### src/rtl/opb_register_bank_ppc2simulink.sv
// opb_register_bank_ppc2simulink
//   Purpose     : OPB slave exposing C_NUM_REGS 32-bit control words to fabric logic,
//                 with byte-enable writes, readback and per-register update pulses.
//   Latency     : ack/read data registered one cycle after the accepting edge (E0);
//                 user_data_out/user_update change on E0 itself.
//   Backpressure: none; a transfer is accepted in IDLE only, then ACK and GAP are
//                 always traversed, so transfers are spaced at least 3 cycles apart.
// Optional feature: define OPB_REGBANK_SHADOW_EN to double-buffer the bank behind a
// CTRL commit register at offset 4*C_NUM_REGS.
// Ports:
//   OPB_Clk/OPB_Rst       clock, synchronous active-high reset
//   OPB_ABus/BE/DBus/RNW  OPB request (big-endian bit numbering, bit 0 = MSB)
//   OPB_select/seqAddr    transfer request / ignored
//   Sl_*                  OPB slave response (DBus, xferAck, errAck, retry=0, toutSup=0)
//   user_data_out         register i at bits [32i+31:32i]
//   user_update           one-cycle pulse per register when its output word changes
module opb_register_bank_ppc2simulink #(
  parameter int          C_OPB_AWIDTH  = 32,
  parameter int          C_OPB_DWIDTH  = 32,
  parameter logic [31:0] C_BASEADDR    = 32'h0100A300,
  parameter logic [31:0] C_HIGHADDR    = 32'h0100A3FF,
  parameter int          C_NUM_REGS    = 8,
  parameter logic [31:0] C_RESET_VALUE = 32'h00000000,
  parameter string       C_FAMILY      = "virtex5"
) (
  input  logic                      OPB_Clk,
  input  logic                      OPB_Rst,
  input  logic [0:C_OPB_AWIDTH-1]   OPB_ABus,
  input  logic [0:C_OPB_DWIDTH/8-1] OPB_BE,
  input  logic [0:C_OPB_DWIDTH-1]   OPB_DBus,
  input  logic                      OPB_RNW,
  input  logic                      OPB_select,
  input  logic                      OPB_seqAddr,
  output logic [0:C_OPB_DWIDTH-1]   Sl_DBus,
  output logic                      Sl_xferAck,
  output logic                      Sl_errAck,
  output logic                      Sl_retry,
  output logic                      Sl_toutSup,
  output logic [32*C_NUM_REGS-1:0]  user_data_out,
  output logic [C_NUM_REGS-1:0]     user_update
);

  localparam logic [C_OPB_AWIDTH-1:0] BASE     = C_OPB_AWIDTH'(C_BASEADDR);
  localparam logic [C_OPB_AWIDTH-1:0] HIGH     = C_OPB_AWIDTH'(C_HIGHADDR);
  localparam logic [C_OPB_AWIDTH-1:0] CTRL_OFF = C_OPB_AWIDTH'(4 * C_NUM_REGS);

  typedef enum logic [1:0] {IDLE, ACK, GAP} state_t;

  state_t state;

  // Bus fields re-numbered to little-endian: the plain assignment maps
  // OPB bit 0 (MSB) onto bit 31, so user bit b == OPB_DBus[31-b] and
  // be_u[3-k] == OPB_BE[k].
  logic [C_OPB_AWIDTH-1:0] addr;
  logic [31:0]             wdat;
  logic [3:0]              be_u;
  logic [C_OPB_AWIDTH-1:0] offset;
  logic [31:0]             lane_mask;
  logic                    in_range;
  logic [C_NUM_REGS-1:0]   reg_sel;
  logic                    reg_hit;
  logic                    ctrl_hit;
  logic [31:0]             rd_val;
  logic [31:0]             rd_q;
  logic [31:0]             live [C_NUM_REGS];
`ifdef OPB_REGBANK_SHADOW_EN
  logic [31:0]             shadow [C_NUM_REGS];
  logic [C_NUM_REGS-1:0]   dirty;
`endif

  assign addr      = OPB_ABus;
  assign wdat      = OPB_DBus;
  assign be_u      = OPB_BE;
  assign offset    = addr - BASE;
  assign in_range  = (addr >= BASE) && (addr <= HIGH);
  assign lane_mask = {{8{be_u[3]}}, {8{be_u[2]}}, {8{be_u[1]}}, {8{be_u[0]}}};
  assign ctrl_hit  = in_range && (offset == CTRL_OFF);
  assign reg_hit   = |reg_sel;

  // One-hot register select; unaligned offsets never match, so they fall
  // through to the error response.
  always_comb begin
    reg_sel = '0;
    for (int i = 0; i < C_NUM_REGS; i++) begin
      reg_sel[i] = in_range && (offset == C_OPB_AWIDTH'(4 * i));
    end
  end

  always_comb begin
    rd_val = '0;
    for (int i = 0; i < C_NUM_REGS; i++) begin
`ifdef OPB_REGBANK_SHADOW_EN
      if (reg_sel[i]) rd_val = rd_val | shadow[i];
`else
      if (reg_sel[i]) rd_val = rd_val | live[i];
`endif
    end
`ifdef OPB_REGBANK_SHADOW_EN
    if (ctrl_hit) rd_val = 32'(dirty);
`endif
    rd_val = rd_val & lane_mask;
  end

  function automatic logic [31:0] merge_bytes(input logic [31:0] old_w,
                                              input logic [31:0] new_w,
                                              input logic [3:0]  be);
    logic [31:0] res;
    for (int k = 0; k < 4; k++) begin
      res[8*k +: 8] = be[k] ? new_w[8*k +: 8] : old_w[8*k +: 8];
    end
    return res;
  endfunction

  always_ff @(posedge OPB_Clk) begin
    if (OPB_Rst) begin
      state       <= IDLE;
      Sl_xferAck  <= 1'b0;
      Sl_errAck   <= 1'b0;
      rd_q        <= '0;
      user_update <= '0;
      for (int i = 0; i < C_NUM_REGS; i++) begin
        live[i] <= C_RESET_VALUE;
`ifdef OPB_REGBANK_SHADOW_EN
        shadow[i] <= C_RESET_VALUE;
`endif
      end
`ifdef OPB_REGBANK_SHADOW_EN
      dirty <= '0;
`endif
    end else begin
      user_update <= '0;
      case (state)
        IDLE: begin
          if (OPB_select && in_range) begin
            state      <= ACK;
            Sl_xferAck <= 1'b1;
            Sl_errAck  <= !(reg_hit || ctrl_hit);
            rd_q       <= OPB_RNW ? rd_val : 32'h0;
            if (!OPB_RNW && (be_u != 4'b0000)) begin
              for (int i = 0; i < C_NUM_REGS; i++) begin
                if (reg_sel[i]) begin
`ifdef OPB_REGBANK_SHADOW_EN
                  shadow[i] <= merge_bytes(shadow[i], wdat, be_u);
                  dirty[i]  <= 1'b1;
`else
                  live[i]        <= merge_bytes(live[i], wdat, be_u);
                  user_update[i] <= 1'b1;
`endif
                end
              end
`ifdef OPB_REGBANK_SHADOW_EN
              // Commit needs the lane carrying user bit 0 enabled and that bit set.
              if (ctrl_hit && be_u[0] && wdat[0]) begin
                for (int i = 0; i < C_NUM_REGS; i++) begin
                  if (dirty[i]) live[i] <= shadow[i];
                end
                user_update <= dirty;
                dirty       <= '0;
              end
`endif
            end
          end
        end
        ACK: begin
          state      <= GAP;
          Sl_xferAck <= 1'b0;
          Sl_errAck  <= 1'b0;
          rd_q       <= '0;
        end
        // Select is ignored here so a master that is slow to drop it
        // does not start a second transfer.
        GAP: state <= IDLE;
        default: state <= IDLE;
      endcase
    end
  end

  genvar g;
  generate
    for (g = 0; g < C_NUM_REGS; g++) begin : g_out
      assign user_data_out[32*g +: 32] = live[g];
    end
  endgenerate

  assign Sl_DBus    = rd_q;
  assign Sl_retry   = 1'b0;
  assign Sl_toutSup = 1'b0;

  logic unused_ok;
  assign unused_ok = &{1'b0, OPB_seqAddr, (C_FAMILY != "")};

endmodule

### config.mk
export PLATFORM = sky130hd
export DESIGN_NAME = opb_register_bank_ppc2simulink
export DESIGN_NICKNAME = d
export VERILOG_FILES = /design/src/rtl/opb_register_bank_ppc2simulink.sv
export SDC_FILE = /design/constraint.sdc
export NUM_CORES = 1
export LEC_CHECK = 0
export ABC_AREA = 1
export CORE_MARGIN = 3
export CORE_UTILIZATION = 40
export CTS_CLUSTER_SIZE = 30
export DETAILED_ROUTE_END_ITERATION = 8
export GPL_TIMING_DRIVEN = 0
export PLACE_DENSITY = 0.68
export SLEW_MARGIN = 20
export SYNTH_ARGS = -nofsm -noshare
export SYNTH_HDL_FRONTEND = slang
export SYNTH_SLANG_ARGS = --single-unit
### constraint.sdc
create_clock -name OPB_Clk -period 3.5 [get_ports OPB_Clk]
set_input_delay 0.7 -clock OPB_Clk [delete_from_list [all_inputs] [get_ports OPB_Clk]]
set_output_delay 0.7 -clock OPB_Clk [all_outputs]
set_load 0.02 [all_outputs]
==> qor.yml, run 1 <==
critical_path:
  cpMaxStageDelayCell: "nor2_2"
  critPathCaptureType: "flip-flop"
  cp.buffers_inverters: 3
  rrSetupSlack_ns: 0.95
  crit_top_cell: "nand2_1"
  crit_type: "in2reg"
  cpPeakStageDelay_ns: 0.67
  cp-start-kind: "primary input"
  crit_chain: "clkdlybuf4s50_1, inv_1, nor2_1, nand2_1, inv_2, nand2_1, nor3_4, nand2_2, nor3_1, a21oi_1, nor2_2"
  critPathRequiredTime_ns: 3.63
  cp.arrival_ns: 3.41
  path_max_fanout: 8
  crit_family: "simple AND/OR/NAND/NOR gates"
floorplan:
  rows: 67
  die_area_sq_mm: 0.0372
  ios: 373
  die_x_um: 193
  initial_utilization_pct: 41.1
  die_y_um: 193
  core_sq_mm: 0.0340
power:
  power_density_mw_per_mm2: 458
  p_leak_nw: 7.85
  vdd_drop_max_v: 0.000433
synth:
  synth_seq_cells: 300
  synth_compound_area_share_pct: 2.11
  seq_area_frac_synth_pct: 61.3
  synthMuxAreaShare_pct: 0
  synth-edff-count: 256
  yosys-top-cells-area: "edfxtp_1, nand4_1, nor2_1"
  synth-xor-area-share_pct: 0
  synthCells: 1412
  synth.most_common_cell: "nor2_1"
  ys_top_cells_by_count: "nor2_1, edfxtp_1, nand2_1"
  synth_top_family_by_area: "simple AND/OR/NAND/NOR gates"
  ys_types: 29
  syn_avg_cell_area_sq_um: 9.89
  yosys.area_share.simple_pct: 29.3
  synth-async-reset-ratio_pct: 0
  synth-adder-area-share_pct: 0
  ys_warn_count: 0
  synthFlopType: "edfxtp_1"
  syn_area_sq_mm: 0.0140
  yosysTopAreaCell: "edfxtp_1"
  synth_top_cell_area_share_pct: 55.0
sta:
  max_freq_mhz: 305
  min_period_ns: 3.28
  drv_slew: 0
  whs_ns: 0.463
  slew_headroom_pct: 33.5
  fin_skew_ns: 0.0130
  hold_viol_final: 0
  grt_setup_unrepaired: "false"
  finalCritPeriodShare_pct: 93.7
  worst_pin_slew_ns: 0.997
  tns_ns: 0
  finalSetupViolCount: 0
clock_network:
  path_clk_slew_ns: 0.06
  htreeDepth: 2
  cts_resized: 0
  clock-sinks: 300
  postCtsHoldBufs: 0
  cts-root-buf: "clkbuf_16"
  cts_setup_buffers: 0
  clk_latency_ns: 0.51
  cts_buffers: 34
  cts_buffer_depth: 3
  cts_tree: "yes"
route:
  drcViolationCount: 1
  initialDrtViolationCount: 1586
  wirelength_um: 59600
  wire_per_inst_um: 25.9
  vias: 13365
  dr.pass1.iters: 9
  viasPerCell: 5.80
  postRouteAntennaNets: 0
grt:
  grt_pass1_wl_um: 83400
  grt_overflow_total: 0
  grt_max_degree: 14
  grt_pass1_vias: 13033
  grt_use_total_pct: 31.0
  grt_antenna_before_repair: 2
outcome:
  status: "finished, violations left"
  violations: "design-rule violations"
layout:
  fin_nets: 1903
  drive_above_1_share_pct: 9.54
  syn2layout_area_growth_pct: 39.7
placement:
  place_congestion: 0.930
  dp_hpwl_um: 44100
  numPortBuffers: 369
hold_path:
  hold_class: "reg2reg"
run:
  drv_cap: 0
## flip-flops by register name, indices dropped and copies added, names as in the netlist
| name | cells |
|---|---|
| live | 256 |
| Sl_errAck | 1 |
| user_update | 8 |
| state | 2 |
| Sl_xferAck | 1 |
| Sl_DBus | 32 |
## layer usage
metal / vias up / global-route usage, % / part of all wire [%]
li1: 5804 / - / -
met1: 6424 / 40.1 / 37
met2: 1004 / 51.6 / 47
met3: 131 / 7.19 / 13
met4: 2 / 10.1 / 3.2
met5: - / 0 / 0.029
## cells by family (layout without fill, tap and decap cells)
group	count (synthesis)	in the layout
buf+inv	170	613
flops	300	300
simple gates	882	882
other cells	1	3
compound gates	59	59
## metrics by stage
stage,utilization (%),area [sq um],setup slack [ns],power [mW],cells
floorplan,-,14000,0.648,4.61,1413
global placement,53.7,18200,-0.822,5.21,2230
detailed placement,54.0,18300,-0.540,5.23,2242
CTS,57.4,19500,0.0707,8.93,2304
global route,57.5,19500,0.115,9.13,2305
finish,57.5,19500,0.221,8.94,2305
## final timing paths
check	to	start	cells after the start
worst max register to register	live[1][103]$_SDFFCE_PP0P_	state[1]$_SDFFE_PP0P_	5
worst min-delay path	Sl_DBus[3]$_SDFFE_PP0P_	Sl_DBus[3]$_SDFFE_PP0P_	2
worst min register to register	Sl_DBus[3]$_SDFFE_PP0P_	Sl_DBus[3]$_SDFFE_PP0P_	2
worst max-delay path	live[1][103]$_SDFFCE_PP0P_	OPB_ABus[18]	11
## report_power, final
group / internal, mW / leakage, nW / switching [mW] / total (mW)
sequential: 4.07 / 2.76 / 0.139 / 4.21
clock: 2.30 / 0.572 / 1.47 / 3.77
combinational: 0.395 / 4.52 / 0.570 / 0.965
total: 6.77 / 7.85 / 2.18 / 8.94
## tightest hold or removal path: cells and delay by family, from the launching register on
family | cells | cell delay [ns]
flip-flops | 1 | 0.31
AND/OR/NAND/NOR | 1 | 0.06
AO/OA/AOI/OAI | 1 | 0.05
## area by class of cell
type | count | area (sq um)
clock buffers | 42 | 955
clock inverters | 20 | 216
well taps | 448 | 561
inverters | 61 | 231
plain buffers | 109 | 773
fillers | 2978 | 14400
flip-flops and latches | 300 | 8570
multi-input cells | 943 | 4420
diodes | 1 | 2.50
repair buffers | 381 | 3780
## cells in the final DEF, fill, tap and decap left out, drive strengths merged, types with 2 or more instances in the layout
master / instances
a21oi: 35
buf: 96
bufinv: 5
clkbuf: 67
clkdlybuf4s50: 369
clkinv: 14
conb: 2
dfxtp: 44
edfxtp: 256
inv: 61
nand2: 264
nand3: 41
nand3b: 2
nand4: 226
nor2: 337
nor3: 9
o21ai: 24
Power figures use the tool's default switching activity.
==> run 2: changes to the inputs <==
- ABC_AREA: 1 -> not set
- PLACE_DENSITY: 0.68 -> 0.69
==> run 2 against run 1 <==
Net effect:
- largest cell class unchanged
- the run now ends clean
- critical path type unchanged
- combinational power increased by 3.1%
- power is 3.8% lower
- non-clock buffer count down 46
- fmax fell by 4.0%
- utilization decreased by 0.19 points
- critical path depth is 4 lower
- wire length down 19%
- synthesized area is 7.8% lower
==> qor.yml, run 2 <==
synth:
  synth_seq_cells: 300
  synth_top_cell_area_share_pct: 59.7
  seq_area_frac_synth_pct: 66.5
  synth-edff-count: 256
  synth-async-reset-ratio_pct: 0
  synth.most_common_cell: "edfxtp_1"
  syn_avg_cell_area_sq_um: 14.6
  synthFlopType: "edfxtp_1"
  ys_top_cells_by_count: "edfxtp_1, and2_1, a22oi_1"
  syn_area_sq_mm: 0.0129
  yosysTopAreaCell: "edfxtp_1"
  yosys-top-cells-area: "edfxtp_1, and2_1, dfxtp_1"
  synthCells: 881
  ys_warn_count: 0
  ys_types: 41
placement:
  dp_hpwl_um: 35000
  post-place-ws_ns: -0.533
  numPortBuffers: 365
  place_congestion: 0.896
  dp.cells: 1649
power:
  p_int_mw: 6.48
  vdd_drop_max_v: 0.000303
  p_seq_share_pct: 48.6
  p_leak_nw: 6.37
  comb_power_share_pct: 11.6
  power_frac_clock_pct: 39.9
  switching_share_pct: 24.6
  power_density_mw_per_mm2: 475
  switchingPower_mw: 2.12
critical_path:
  crit_type: "in2reg"
  crit_chain: "clkdlybuf4s50_1, or4b_2, nor2_1, clkbuf_1, a222oi_1, o221ai_1, a22o_1"
  cpPeakStageDelay_ns: 0.80
  path_max_fanout: 10
  cp.arrival_ns: 3.92
  cpMaxStageDelayCell: "or4b_2"
  cp-start-kind: "primary input"
  critPathRequiredTime_ns: 4.00
  critPathCaptureType: "flip-flop"
clock_network:
  postCtsHoldBufs: 0
  cts_buffer_depth: 3
  cts-root-buf: "clkbuf_16"
  clk_latency_ns: 0.56
  path_clk_slew_ns: 0.07
  cts_tree: "yes"
  clock-sinks: 300
  cts_buffers: 31
  htreeDepth: 1
grt:
  grt_pass1_wl_um: 68000
  grt_max_degree: 16
  grt_pass1_vias: 9845
  grt_use_total_pct: 27.3
  grt_antenna_before_repair: 2
  grt_overflow_total: 0
route:
  wire_per_inst_um: 28.3
  drcViolationCount: 0
  wirelength_um: 48500
  vias: 9873
  initialDrtViolationCount: 990
  dr.pass1.iters: 6
  postRouteAntennaNets: 0
  viasPerCell: 5.77
layout:
  multi_input_area_sq_mm: 0.00390
  drive_above_1_share_pct: 12.3
  top_register: "live"
  largest_reg_flops: 256
  layout_common_cells: "clkdlybuf4s50_1, edfxtp_1, and2_1"
  nFillCells: 2553
  stdcell_count: 1711
  mostFrequentLayoutCell: "clkdlybuf4s50_1"
  fin_nets: 1357
  syn2layout_area_growth_pct: 40.7
  ff_latch_area_sq_mm: 0.00857
sta:
  drv_slew: 0
  grt_setup_unrepaired: "false"
  worst_slack_ns: 0.0847
  worst_pin_slew_ns: 1.29
  fin_skew_ns: 0.00966
  hold_viol_final: 0
  finalCritPeriodShare_pct: 97.6
  max_freq_mhz: 293
  slew_headroom_pct: 13.1
  min_period_ns: 3.42
  finalSetupViolCount: 0
  tns_ns: 0
floorplan:
  die_y_um: 185
  die_area_sq_mm: 0.0344
  rows: 65
  core_sq_mm: 0.0316
  ios: 373
  die_x_um: 185
  initial_utilization_pct: 40.7
run:
  drv_cap: 0
outcome:
  status: "completed"
hold_path:
  hold_class: "reg2reg"
==> run 2: cells by family after synthesis <==
kind of cell    after synthesis  synth area share, %
flops                       300                 66.5
other cells                   1               0.0291
mux                          32                 2.80
compound gates              194                 12.7
simple gates                277                 14.6
buf+inv                      77                 3.28
==> run 2: power groups by stage <==
stage | Sequential (mW) | Combinational, mW | Clock, mW
detailed placement | 4.25 | 0.990 | 0
finish | 4.18 | 0.995 | 3.43
global placement | 4.25 | 0.983 | 0
global route | 4.19 | 1.03 | 3.60
floorplan | 4.44 | 0.189 | 0
CTS | 4.18 | 0.994 | 3.44
==> run 2: area by class of cell <==
class	count	share of cell area, %
Inverter	2	0.0414
Clock inverter	22	1.38
Sequential cell	300	47.3
Clock buffer	35	4.36
Buffer	75	2.29
Antenna cell	1	0.0138
Timing Repair Buffer	369	20.3
Multi-Input combinational cell	505	21.5
Tap cell	402	2.78
==> run 2: critical path: cells and delay by family <==
family          cells  cell delay, ns
compound gates      3            0.62
simple gates        2            1.36
buf+inv             2            1.23
==> run 2: worst paths after layout <==
kind                                               start                       end  slack, ns  depth (start not counted)
worst max-delay path                        OPB_ABus[30]  Sl_DBus[20]$_SDFFE_PP0P_       0.08                          7
worst max register to register     state[1]$_SDFFE_PP0P_   Sl_DBus[8]$_SDFFE_PP0P_       0.65                          6
worst min-delay path            Sl_DBus[19]$_SDFFE_PP0P_  Sl_DBus[19]$_SDFFE_PP0P_       0.48                          1
worst min register to register  Sl_DBus[19]$_SDFFE_PP0P_  Sl_DBus[19]$_SDFFE_PP0P_       0.48                          1
==> run 2: routing by layer <==
metal  up-vias  track usage, %  routed length [um]
li1       4243               -                   -
met1      4916            35.7               18400
met2       621            45.9               23400
met3        89            6.70                5270
met4         4            7.20                1330
met5         -               0                  29
==> run 2: metrics by stage <==
stage	area [sq um]	power (mW)	utilization, %	hold WS, ns
after detailed placement	17100	5.24	53.9	0.466
after floorplan	12900	4.63	-	0.525
final	18100	8.60	57.3	0.478
after CTS	18100	8.61	57.2	0.482
after global routing	18100	8.83	57.3	0.495
after global placement	17000	5.23	53.9	0.460
==> run 2: what timing repair did <==
item / 4_1_cts / 5_1_grt
resized for setup: 0 / 0
endpoints found under the setup margin: 0 / 24
buffers inserted: 0 / 4
